<file path="src/rtl/conv_pkg.sv">
// Stage codes and shared derivations for the convolution pass controller
// and the weight cache that decodes the same stage bus.
package conv_pkg;

  localparam logic [2:0] STAGE_INIT    = 3'd0;
  localparam logic [2:0] STAGE_PRELOAD = 3'd1;
  localparam logic [2:0] STAGE_ROW_0   = 3'd2;
  localparam logic [2:0] STAGE_ROW_1   = 3'd3;
  localparam logic [2:0] STAGE_ROW_2   = 3'd4;
  localparam logic [2:0] STAGE_BIAS    = 3'd5;
  localparam logic [2:0] STAGE_LOAD    = 3'd6;
  localparam logic [2:0] STAGE_IDLE    = 3'd7;

  typedef enum logic [2:0] {
    ST_INIT    = STAGE_INIT,
    ST_PRELOAD = STAGE_PRELOAD,
    ST_ROW_0   = STAGE_ROW_0,
    ST_ROW_1   = STAGE_ROW_1,
    ST_ROW_2   = STAGE_ROW_2,
    ST_BIAS    = STAGE_BIAS,
    ST_LOAD    = STAGE_LOAD,
    ST_IDLE    = STAGE_IDLE
  } stage_e;

  function automatic int out_rows(input int image_size, input int kernel_size);
    return image_size - kernel_size + 1;
  endfunction

  function automatic int max_int(input int a, input int b);
    return (a > b) ? a : b;
  endfunction

endpackage

</file>
<file path="src/rtl/conv_phase_timer.sv">
// Loadable down-counter timing each controller stage; zero marks the stage's
// last cycle.
module conv_phase_timer #(
  parameter int W = 2
) (
  input  logic         clk,
  input  logic         rst,
  input  logic         load,
  input  logic         en,
  input  logic [W-1:0] load_val,
  output logic         zero
);

  logic [W-1:0] count_q;

  // NOTE: sequential state uses non-blocking assignments so every register
  // samples pre-edge values regardless of process evaluation order.
  always_ff @(posedge clk or posedge rst) begin
    if (rst) begin
      count_q <= '0;
    end else if (load) begin
      count_q <= load_val;
    end else if (en && (count_q != '0)) begin
      count_q <= count_q - 1'b1;
    end
  end

  assign zero = (count_q == '0);

endmodule

</file>
<file path="src/rtl/conv_stage_ctrl.sv">
// Convolution pass sequencer: PRELOAD, then per output row ROW_0..ROW_2, BIAS,
// LOAD. Optional cycle counter enabled by CONV_STAGE_CTRL_PERF_EN.
module conv_stage_ctrl
  import conv_pkg::*;
#(
  parameter int KERNEL_SIZE    = 3,
  parameter int IMAGE_SIZE     = 8,
  parameter int ARRAY_SIZE     = 6,
  parameter int PRELOAD_CYCLES = 3
) (
  input  logic        clk,
  input  logic        rst,
  input  logic        i_start,
  input  logic        i_abort,
  output logic [2:0]  o_state,
  output logic        o_busy,
  output logic [2:0]  o_row_idx,
  output logic        o_row_valid,
  output logic        o_done
`ifdef CONV_STAGE_CTRL_PERF_EN
  ,output logic [15:0] o_cycle_cnt
`endif
);

  localparam int OUT_ROWS = out_rows(IMAGE_SIZE, KERNEL_SIZE);
  localparam int TMAX     = max_int(PRELOAD_CYCLES, KERNEL_SIZE);
  localparam int TW       = ($clog2(TMAX) < 1) ? 1 : $clog2(TMAX);
  localparam logic [2:0] LAST_ROW = 3'(OUT_ROWS - 1);

  if (KERNEL_SIZE != 3) begin : g_bad_kernel
    $error("conv_stage_ctrl: KERNEL_SIZE must be 3");
  end
  if (OUT_ROWS != ARRAY_SIZE) begin : g_bad_rows
    $error("conv_stage_ctrl: IMAGE_SIZE-KERNEL_SIZE+1 must equal ARRAY_SIZE");
  end
  if (PRELOAD_CYCLES < 1) begin : g_bad_preload
    $error("conv_stage_ctrl: PRELOAD_CYCLES must be >= 1");
  end

  stage_e        state_q, state_d;
  logic [2:0]    row_idx_q;
  logic          row_valid_q, done_q;
  logic          busy, start_accept, abort_busy;
  logic          tmr_load, tmr_zero;
  logic [TW-1:0] tmr_val;

  assign busy         = (state_q != ST_INIT) && (state_q != ST_IDLE);
  assign start_accept = (state_q == ST_IDLE) && i_start && !i_abort;
  assign abort_busy   = busy && i_abort;

  conv_phase_timer #(.W(TW)) u_timer (
    .clk      (clk),
    .rst      (rst),
    .load     (tmr_load),
    .en       (busy),
    .load_val (tmr_val),
    .zero     (tmr_zero)
  );

  // NOTE: every always_comb output gets a default first so no path leaves a
  // signal unassigned and infers a latch.
  always_comb begin
    state_d  = state_q;
    tmr_load = 1'b0;
    tmr_val  = '0;
    unique case (state_q)
      ST_INIT: state_d = ST_IDLE;
      ST_IDLE: if (start_accept) begin
        state_d  = ST_PRELOAD;
        tmr_load = 1'b1;
        tmr_val  = TW'(PRELOAD_CYCLES - 1);
      end
      ST_PRELOAD, ST_ROW_0, ST_ROW_1: if (tmr_zero) begin
        state_d  = (state_q == ST_PRELOAD) ? ST_ROW_0 :
                   (state_q == ST_ROW_0)   ? ST_ROW_1 : ST_ROW_2;
        tmr_load = 1'b1;
        tmr_val  = TW'(KERNEL_SIZE - 1);
      end
      ST_ROW_2: if (tmr_zero) state_d = ST_BIAS;
      ST_BIAS:  state_d = (row_idx_q == LAST_ROW) ? ST_IDLE : ST_LOAD;
      ST_LOAD: begin
        state_d  = ST_ROW_0;
        tmr_load = 1'b1;
        tmr_val  = TW'(KERNEL_SIZE - 1);
      end
      default: state_d = ST_INIT;
    endcase
    // Abort overrides any stage transition and clears the timer.
    if (abort_busy) begin
      state_d  = ST_IDLE;
      tmr_load = 1'b1;
      tmr_val  = '0;
    end
  end

  always_ff @(posedge clk or posedge rst) begin
    if (rst) begin
      state_q     <= ST_INIT;
      row_idx_q   <= '0;
      row_valid_q <= 1'b0;
      done_q      <= 1'b0;
    end else begin
      state_q     <= state_d;
      row_valid_q <= (state_q == ST_BIAS) && !i_abort;
      done_q      <= (state_q == ST_BIAS) && (row_idx_q == LAST_ROW) && !i_abort;
      if (start_accept || abort_busy) begin
        row_idx_q <= '0;
      end else if (state_q == ST_LOAD) begin
        row_idx_q <= row_idx_q + 3'd1;
      end
    end
  end

`ifdef CONV_STAGE_CTRL_PERF_EN
  logic [15:0] cycle_cnt_q;

  always_ff @(posedge clk or posedge rst) begin
    if (rst) begin
      cycle_cnt_q <= '0;
    end else if (start_accept) begin
      cycle_cnt_q <= '0;
    end else if (busy && (cycle_cnt_q != 16'hFFFF)) begin
      cycle_cnt_q <= cycle_cnt_q + 16'd1;
    end
  end

  assign o_cycle_cnt = cycle_cnt_q;
`endif

  assign o_state     = state_q;
  assign o_busy      = busy;
  assign o_row_idx   = row_idx_q;
  assign o_row_valid = row_valid_q;
  assign o_done      = done_q;

endmodule
</file>
<file path="config.mk">
export PLATFORM = sky130hd
export DESIGN_NAME = conv_stage_ctrl
export DESIGN_NICKNAME = d
export VERILOG_FILES = /design/src/rtl/conv_pkg.sv /design/src/rtl/conv_phase_timer.sv /design/src/rtl/conv_stage_ctrl.sv
export SDC_FILE = /design/constraint.sdc
export NUM_CORES = 1
export LEC_CHECK = 0
export CORE_UTILIZATION = 25
export CTS_BUF_LIST = sky130_fd_sc_hd__clkbuf_16
export DETAILED_ROUTE_END_ITERATION = 10
export PLACE_DENSITY = 0.49
export SLEW_MARGIN = 0
export SYNTH_ARGS = -nofsm -noshare
export SYNTH_HDL_FRONTEND = slang
export SYNTH_SLANG_ARGS = --single-unit
</file>
<file path="constraint.sdc">
create_clock -name clk -period 2.8 [get_ports clk]
set_clock_uncertainty 0.2 [all_clocks]
set_input_delay 0.42 -clock clk [delete_from_list [all_inputs] [get_ports clk]]
set_output_delay 0.42 -clock clk [all_outputs]
set_load 0.005 [all_outputs]
</file>
======== Word level (Yosys, flattened, before mapping) ========
Index checks and enable logic that the tools add are counted.
storage, ports and cells
  register bits after elaboration ......... 10
  word-level logic and storage cells ...... 57
operators by class
  reductions and logical operators ........ 18
  $add $sub $neg .......................... 2
  equal/unequal tests ..................... 12
  mux-type cells .......................... 20
operators with widths
  kind                                                                 count
  3-bit two-way mux                                                    8
  3-bit one-hot mux with 6 select lines                                1
  3-bit == test (second input constant)                                5
  3-bit != test (second input constant)                                4
  2-bit two-way mux                                                    5
  1-bit logical AND                                                    8
  3-bit by 2-bit == test with 1-bit output (second input constant)     2
  2-bit one-hot mux with 3 select lines                                1
  2-bit nonzero test                                                   3
  1-bit two-way mux                                                    4
  3-bit by 1-bit adder with 3-bit output (second input constant)       1
  3-bit by 1-bit == test with 1-bit output (second input constant)     1
  3-bit logical NOT                                                    1
  1-bit one-hot mux with 3 select lines                                1
  3-bit AND reduction                                                  1
  3-bit nonzero test                                                   1
  3-bit OR reduction                                                   1
  2-bit logical NOT                                                    1
  2-bit by 1-bit subtractor with 2-bit output (second input constant)  1
  1-bit logical NOT                                                    1
  1-bit logical OR                                                     1

======== Longest topological paths before layout ========
Gate-level depths: netlist of the first run.
  depth after elaboration ................. 7
  depth in mapped cells ................... 6
  depth with buffers taken out ............ 6

======== By module ========
From an unflattened synthesis of the first run, not the netlist that was laid out.
second synthesis, totals
  cell total of the unflattened synthesis .. 93
  area total of the unflattened synthesis .. 829.5 µm²
by module, submodules not included
  module            cells an instance  times used  area an instance (µm²)
  conv_stage_ctrl   80                 1           694.4
  conv_phase_timer  13                 1           135.1

======== Least setup slack after synthesis of the first run ========
Ideal clock, no wire load.
  kind .................................... register -> register
  start ................................... reg state_q[0] (netlist: o_state[0])
  end ..................................... reg state_q[0] (netlist: o_state[0])
  required time ........................... 2475 ps
  cell stages (with the launch flop) ...... 7
  setup slack ............................. 689 ps
  library setup time ...................... 125 ps
  clock period less this slack ............ 2111 ps
  arrival ................................. 1786 ps
  path through ............................ dfrtp_1 -> inv_1 -> ha_1 -> or3_4 -> nor3b_1 -> o22ai_2 -> mux2_4
between the ends
  cells in the longest elaborated chain, start to end .. 6
  elaborated cells on any way between the ends .. 24
  those cells by class .................... eq/ne: 11; mux: 5; reduce/logical: 8
RTL lines
  item                                      RTL line                                      source
  start: declaration                        conv_stage_ctrl.sv:40                         stage_e state_q, state_d;
  start signal: assignment                  conv_stage_ctrl.sv:103                        state_q <= state_d;
  3-bit by 2-bit == test with 1-bit output  conv_stage_ctrl.sv:66, conv_stage_ctrl.sv:75
  3-bit two-way mux                         conv_stage_ctrl.sv:75                         (state_q == ST_ROW_0) ? ST_ROW_1 : ST_ROW_2;
  3-bit two-way mux                         conv_stage_ctrl.sv:74                         state_d = (state_q == ST_PRELOAD) ? ST_ROW_0 :
  3-bit two-way mux                         conv_stage_ctrl.sv:73                         ST_PRELOAD, ST_ROW_0, ST_ROW_1: if (tmr_zero) begin
  3-bit one-hot mux with 6 select lines     conv_stage_ctrl.sv:66                         unique case (state_q)
  3-bit two-way mux                         conv_stage_ctrl.sv:89                         if (abort_busy) begin
Several ways; a longest one is shown, not always the timed one. The select of a mux whose other input is x is not followed.
A chain may end at the register's enable or synchronous reset.

======== Worst setup path in the final report of the first run ========
  start ................................... reg state_q[0] (netlist: o_state[0])
  end ..................................... out o_busy
between the ends
  cells in the longest elaborated chain, start to end .. 2
  elaborated cells on any way between the ends .. 3
  those cells by class .................... eq/ne: 1; reduce/logical: 2
RTL lines
  item                                                 RTL line               source
  3-bit != test or 3-bit nonzero test (tied branches)  conv_stage_ctrl.sv:47  assign busy = (state_q != ST_INIT) && (state_q != ST_IDLE);
  1-bit logical AND (*)                                conv_stage_ctrl.sv:47
  end: declaration                                     conv_stage_ctrl.sv:16  output logic o_busy,
Mark *: on every way between the ends. The rest lies on a longest branch, timed or not.

==> run summary, run 1 <==
Outcome: complete, but fails checks
Failing checks: DRC
Tightest Hold Check Type: in2async
CP Capture Type: output port
Sw Ratio: 38.0%
Post-DP HPWL: 1.26 mm
Wire per inst: 13.8 um
Cells on worst reg2reg path: 6
CTS buffer count: 3
Pint: 0.711 mW
Ports: 13
Diodes inserted: 0
Max clock buf depth: 2
Compound-cell area share of the yosys netlist: 19.9%
Drt pass-1 iters: 9
Growth of design area from synthesis to finish: 28.9%
Vias: 648
CORE AREA: 2830 um2
Peak VDD IR: 0.336 mV
Static leakage: 0.446 nW
Syn Area/Cell: 9.29 um2
Relative slew slack: 72.0%
Final worst path period share: 87.1%
Fmax achieved: 410 MHz
Initial Util: 26.9%
Reg power frac: 21.5%
Initial antenna violation count: 0
Hold Vio Cnt, Final: 0
Pwr/cell area: 1170 nW/um2
RR Startpoint: o_state[0]
Synth cell count leaders: 10 x dfrtp_1, 7 x ha_1, 7 x inv_1, 6 x nor2_1, 5 x a21oi_1
Post-synthesis cell area: 762 um2
Switch Pwr: 0.436 mW
Initial DRC count: 46
Critical path required time: 2.18 ns
Netlist cell types: 35
Comb pwr share: 56.2%
Post-synth top flop: dfrtp_1
Mux contribution to synthesized area: 4.60%
Final Setup Violations: 0
Largest net degree at the start of global routing: 22
YS warnings: 0
Arrival @ worst endpoint: 1.82 ns
Std-Cell Rows: 19
Die height: 57.2 um
# Max-Cap Violations: 0
Final Net Count: 108
Clock root buffer: clkbuf_16
Leading area contributor after synthesis: dfrtp_1
Crit Path Max Fanout: 8
RSZ-0062 raised after global routing: no
Post-CTS setup buffers: 0
Asr flop ratio synth: 100%
R2R Setup Slk: 0.52 ns
# DRC: 4
Clock latency on the worst-skew pair: 0.24 ns
Clock transition at path regs: 0.04 ns
Vias per inst: 5.10
Synth Area in XOR/XNOR: 2.30%
Buffers added on ports: 12
Clock power frac: 22.3%
Vias in the first global route: 630
Area contributors post-synth: dfrtp_1 33%, ha_1 11%, inv_1 3.4%
Simple-Gate Fraction of Synth Area: 21.2%
Hold buffers post-CTS: 0
Post-synthesis net count: 93
Post-Synthesis Cells: 82
First-pass GRT wire length: 3.02 mm
Minimum clock period: 2.44 ns
Most numerous cell in the Yosys netlist: dfrtp_1
Synth Area in Adders: 11.5%
Congestion Overflow GR: 0
Nature of the critical path startpoint: flop
Die width: 57.2 um
End point of the critical path: o_busy
Detail Route Antenna Nets: 0
Layout cells sized above 1: 10.4%
Least-Margin Pin Slew: 0.420 ns
Synth top area share: 32.8%
CTS tree: done
Sequential share of the synthesized area: 32.8%
Gr usage total: 12.3%
Final WL: 1.75 mm
WS Path Type: reg2out
CTS sink count: 10
H-Tree Depth: 1
Post-cts resize count: 0
Slew Limit Fails: 0
Largest family of logic cells by synthesized area: simple AND/OR/NAND/NOR gates
Total die area: 3270 um2
FF-to-FF End: o_state[0]
Hold Slack: 0.287 ns
CP Launch Point: o_state[0]
Seq cells post-synth: 10
Number of synthesized flops with an enable pin: 0
Fin Setup TNS: 0 ns
Final GP Congestion: 0.739
-- stage by stage --
step	worst slack [ns]	cell area, um2	util [%]	power [mW]	std cells
2_1_floorplan	0.689	762	-	0.702	82
4_1_cts	0.334	982	34.7	1.16	127
6_report	0.360	982	34.7	1.15	127
5_1_grt	0.196	982	34.7	1.25	127
3_5_place_dp	0.396	903	31.9	0.889	123
3_3_place_gp	0.425	903	31.9	0.881	123
-- power by group through the flow --
stage          clock [mW]  combinational, mW  sequential [mW]
2_1_floorplan           0              0.457            0.244
3_3_place_gp            0              0.635            0.246
3_5_place_dp            0              0.640            0.249
4_1_cts             0.264              0.645            0.247
5_1_grt             0.271              0.721            0.256
6_report            0.256              0.644            0.247
-- worst min path at each step --
stage,start,endpoint,cells after the start
2_1_floorplan,rst,o_done,1
3_3_place_gp,u_timer.count_q[0],u_timer.count_q[0],2
3_5_place_dp,u_timer.count_q[0],u_timer.count_q[0],2
4_1_cts,rst,o_done,2
5_1_grt,rst,o_row_valid,2
6_report,rst,o_row_valid,2
-- metal layers --
metal	vias to the layer above	global-route usage [%]	routed length, um
li1	319	-	-
met4	0	4.18	25
met3	4	4.08	84
met2	20	17.6	743
met1	305	17.3	899
met5	-	0	0
-- cell families after synthesis --
group / Yosys count
flip-flops: 10
multiplexers: 3
adder cells (fa/ha/maj): 7
XOR/XNOR: 2
buffers and inverters: 11
AND/OR/NAND/NOR: 27
AO/OA/AOI/OAI: 22
-- cell type report --
cell class                      instances  area, um2
Tap cell                               31       38.8
Sequential cell                        10        250
Fill cell                             293       1850
Clock buffer                            3       75.1
Timing Repair Buffer                   14        135
Inverter                                7       26.3
Clock inverter                          1       3.75
Multi-Input combinational cell         61        453
-- worst max-delay path, cell delays in order, from the launching register on --
cell and delay (ns):
dfrtp_1 0.45, inv_1 0.09, ha_1 0.30, mux2i_1 0.20, clkdlybuf4s50_1 0.54
-- registers in the layout, summed over array words and instances, names as in the netlist --
signal / count
o_row_idx: 3
o_state: 3
u_timer.count_q: 2
o_done: 1
o_row_valid: 1
-- cells in the final DEF (no fill, tap or decap), drive strengths merged --
cell type,instances
or3,1
o21ai,5
inv,7
nor3b,2
a311oi,1
nor3,2
clkdlybuf4s50,12
a31o,1
o32a,1
or4b,1
a211o,1
and2b,2
nand2b,2
clkbuf,3
a2bb2oi,1
and3,1
a221oi,1
a32oi,1
ha,7
mux2,1
dfrtp,10
and3b,1
nor2,6
xor2,2
a31oi,3
nand2,4
mux2i,2
a21oi,5
clkinv,1
buf,2
o21a,1
nand3,1
nor2b,2
o22ai,1
nand3b,2
(Power assumes the default switching activity.)
==> run 2: changes to the inputs <==
--- a/config.mk
+++ b/config.mk
@@ -9,7 +9,6 @@
 export CTS_BUF_LIST = sky130_fd_sc_hd__clkbuf_16
 export DETAILED_ROUTE_END_ITERATION = 10
 export PLACE_DENSITY = 0.49
-export SLEW_MARGIN = 0
 export SYNTH_ARGS = -nofsm -noshare
 export SYNTH_HDL_FRONTEND = slang
 export SYNTH_SLANG_ARGS = --single-unit
==> results of run 2 <==
Final layout, timing and power as in run 1 (identical DEF).
==> run 3: changes to the inputs <==
--- a/config.mk
+++ b/config.mk
@@ -5,6 +5,8 @@
 export SDC_FILE = /design/constraint.sdc
 export NUM_CORES = 1
 export LEC_CHECK = 0
+export ABC_AREA = 1
+export ABC_CLOCK_PERIOD_IN_PS = 2800
 export CORE_UTILIZATION = 25
 export CTS_BUF_LIST = sky130_fd_sc_hd__clkbuf_16
 export DETAILED_ROUTE_END_ITERATION = 10
==> run summary, run 3 <==
CP most frequent cell: inv_1
Final worst path period share: 82.7% (-4.4 points)
Fin Setup TNS: 0 ns (unchanged)
Detail Route Antenna Nets: 0 (unchanged)
Vias in the first global route: 643 (+2.1%)
Fmax achieved: 432 MHz (+5.4%)
Post-cts resize count: 0 (unchanged)
Most frequent cells in the layout: 23 x nand2_1, 16 x inv_1, 12 x clkdlybuf4s50_1
Clock root buffer: clkbuf_16
Failing checks: DRC
Std-Cell Rows: 19 (unchanged)
Commonest non-fill, non-tap cell in the layout: nand2_1
H-Tree Depth: 1 (unchanged)
FF-to-FF End: o_state[0]
Synth top area share: 33.2% (+0.38 points)
# Max-Cap Violations: 0 (unchanged)
RSZ-0062 raised after global routing: no
First-pass GRT wire length: 2.79 mm (-7.8%)
Post-synthesis cell area: 753 um2 (-1.1%)
Cells on worst reg2reg path: 10 (+4)
CP Cell Sequence: inv_1 > ha_1 > nand2_4 > nand2_1 > inv_1 > clkdlybuf4s50_1
Post-Synthesis Cells: 96 (+17%)
Final WL: 1.54 mm (-12%)
Diodes inserted: 0 (unchanged)
Vias per inst: 4.35 (-15%)
R2R Setup Slk: 1.00 ns (+0.48 ns)
Ports: 13 (unchanged)
Hold Vio Cnt, Final: 0 (unchanged)
Asr flop ratio synth: 100% (unchanged)
Final core utilization: 34.9% (+0.20 points)
Minimum clock period: 2.32 ns (-0.124 ns)
Slowest-stage cell, CP: clkdlybuf4s50_1
Number of synthesized flops with an enable pin: 0 (unchanged)
CTS sink count: 10 (unchanged)
Wire per inst: 10.8 um (-21%)
Area contributors post-synth: dfrtp_1 33%, ha_1 12%, nand2_1 11%
Least-Margin Pin Slew: 0.421 ns (+0.000981 ns)
Fillers: 323 (+10%)
Syn Area/Cell: 7.85 um2 (-16%)
Top delay family on crit path: buffers and inverters
Reg area: 250 um2 (unchanged)
Arrival @ worst endpoint: 1.70 ns (-0.12 ns)
Area of the multi-input gates: 419 um2 (-7.5%)
Initial Util: 26.9% (-0.084 points)
RR Startpoint: o_state[0]
Tightest Hold Check Type: in2async
# DRC: 2 (-2)
CP Capture Type: output port
Buf/Inv on CP: 3 (+1)
Sequential share of the synthesized area: 33.2% (+0.38 points)
Final Setup Violations: 0 (unchanged)
Netlist cell types: 23 (-34%)
DP Area: 901 um2 (-0.28%)
Leading area contributor after synthesis: dfrtp_1
Critical path required time: 2.18 ns (about the same)
Crit Path Max Fanout: 5 (-3)
Static leakage: 0.517 nW (+16%)
YS warnings: 0 (unchanged)
Gr usage total: 11.7% (-0.58 points)
Relative slew slack: 71.9% (about the same)
Outcome: complete, but fails checks
Largest net degree at the start of global routing: 11 (-50%)
Growth of design area from synthesis to finish: 30.1%
Total die area: 3240 um2 (-1.1%)
Final Cell Area: 980 um2 (-0.25%)
Vias: 618 (-4.6%)
Post-synthesis net count: 107 (+15%)
Clock latency on the worst-skew pair: 0.24 ns (about the same)
Slew Limit Fails: 0 (unchanged)
Initial antenna violation count: 0 (unchanged)
Post-CTS setup buffers: 0 (unchanged)
Buffers added on ports: 12 (unchanged)
Max clock buf depth: 2 (unchanged)
Peak VDD IR: 0.427 mV (+27%)
Final Net Count: 123 (+14%)
CTS buffer count: 3 (unchanged)
Layout cells sized above 1: 13.5% (+3.1 points)
Die width: 56.9 um (-0.55%)
CORE AREA: 2810 um2 (-0.84%)
Initial DRC count: 28 (-39%)
Post-DP HPWL: 1.23 mm (-2.5%)
Most numerous cell in the Yosys netlist: nand2_1
Inst Count DP: 138 (+12%)
Congestion Overflow GR: 0 (unchanged)
Pwr/cell area: 1190 nW/um2 (+2.3%)
Synth cell count leaders: 23 x nand2_1, 16 x inv_1, 10 x dfrtp_1, 7 x ha_1
CP max stage delay: 0.49 ns (-0.05 ns)
Seq cells post-synth: 10 (unchanged)
Post-synth top flop: dfrtp_1
Tot Pwr: 1.17 mW (+2.0%)
Nature of the critical path startpoint: flop
Post-Layout Cell Count: 142 (+12%)
Die height: 56.9 um (-0.55%)
CTS tree: done
Hold buffers post-CTS: 0 (unchanged)
Clock transition at path regs: 0.04 ns (about the same)
Drt pass-1 iters: 7 (-2)
Final GP Congestion: 0.752 (+1.7%)
WS Path Type: reg2out
[run 3: where the power goes]
part           internal [mW]  switching, mW  leakage, nW
Sequential             0.195         0.0599        0.127
Combinational          0.277          0.376        0.352
Clock                  0.188         0.0741       0.0385
[run 3: final cells by class]
type	instances	area share (%)
Inverter	18	7.41
Timing Repair Buffer	12	12.3
Sequential cell	10	25.5
Tap cell	31	3.96
Clock buffer	3	7.66
Multi-Input combinational cell	67	42.8
Clock inverter	1	0.383
[run 3: how the worst max path moves through the flow]
stage | start | end | cells after the start
after detailed placement | o_state[0] | o_busy | 6
after CTS | o_state[0] | o_busy | 6
after floorplan | o_state[0] | o_state[0] | 10
final | o_state[0] | o_busy | 6
after global placement | o_state[0] | o_busy | 6
after global routing | o_state[1] | o_busy | 6
[run 3: cells by family (layout without fill, tap and decap cells)]
family,count (synthesis),in the layout,share of synthesized area [%]
simple gates,49,49,33.9
buf+inv,19,34,11.1
flops,10,10,33.2
compound gates,9,9,7.81
fa+ha+maj,7,7,11.6
xor+xnor,2,2,2.33
[run 3: per-layer routing]
layer | up-vias | routed length, um | global-route usage, % | share of wire, %
met4 | 0 | 45 | 6.27 | 2.9
met2 | 7 | 692 | 19.3 | 45
met5 | - | 0 | 0 | 0
met1 | 276 | 749 | 13.1 | 49
li1 | 331 | - | - | -
met3 | 4 | 52 | 4.15 | 3.4
[run 3: stage by stage]
stage	setup slack [ns]	hold WS, ns
3_5_place_dp	0.731	0.355
4_1_cts	0.469	0.294
6_report	0.484	0.272
2_1_floorplan	1.16	0.0602
3_3_place_gp	0.771	0.344
5_1_grt	0.360	0.342
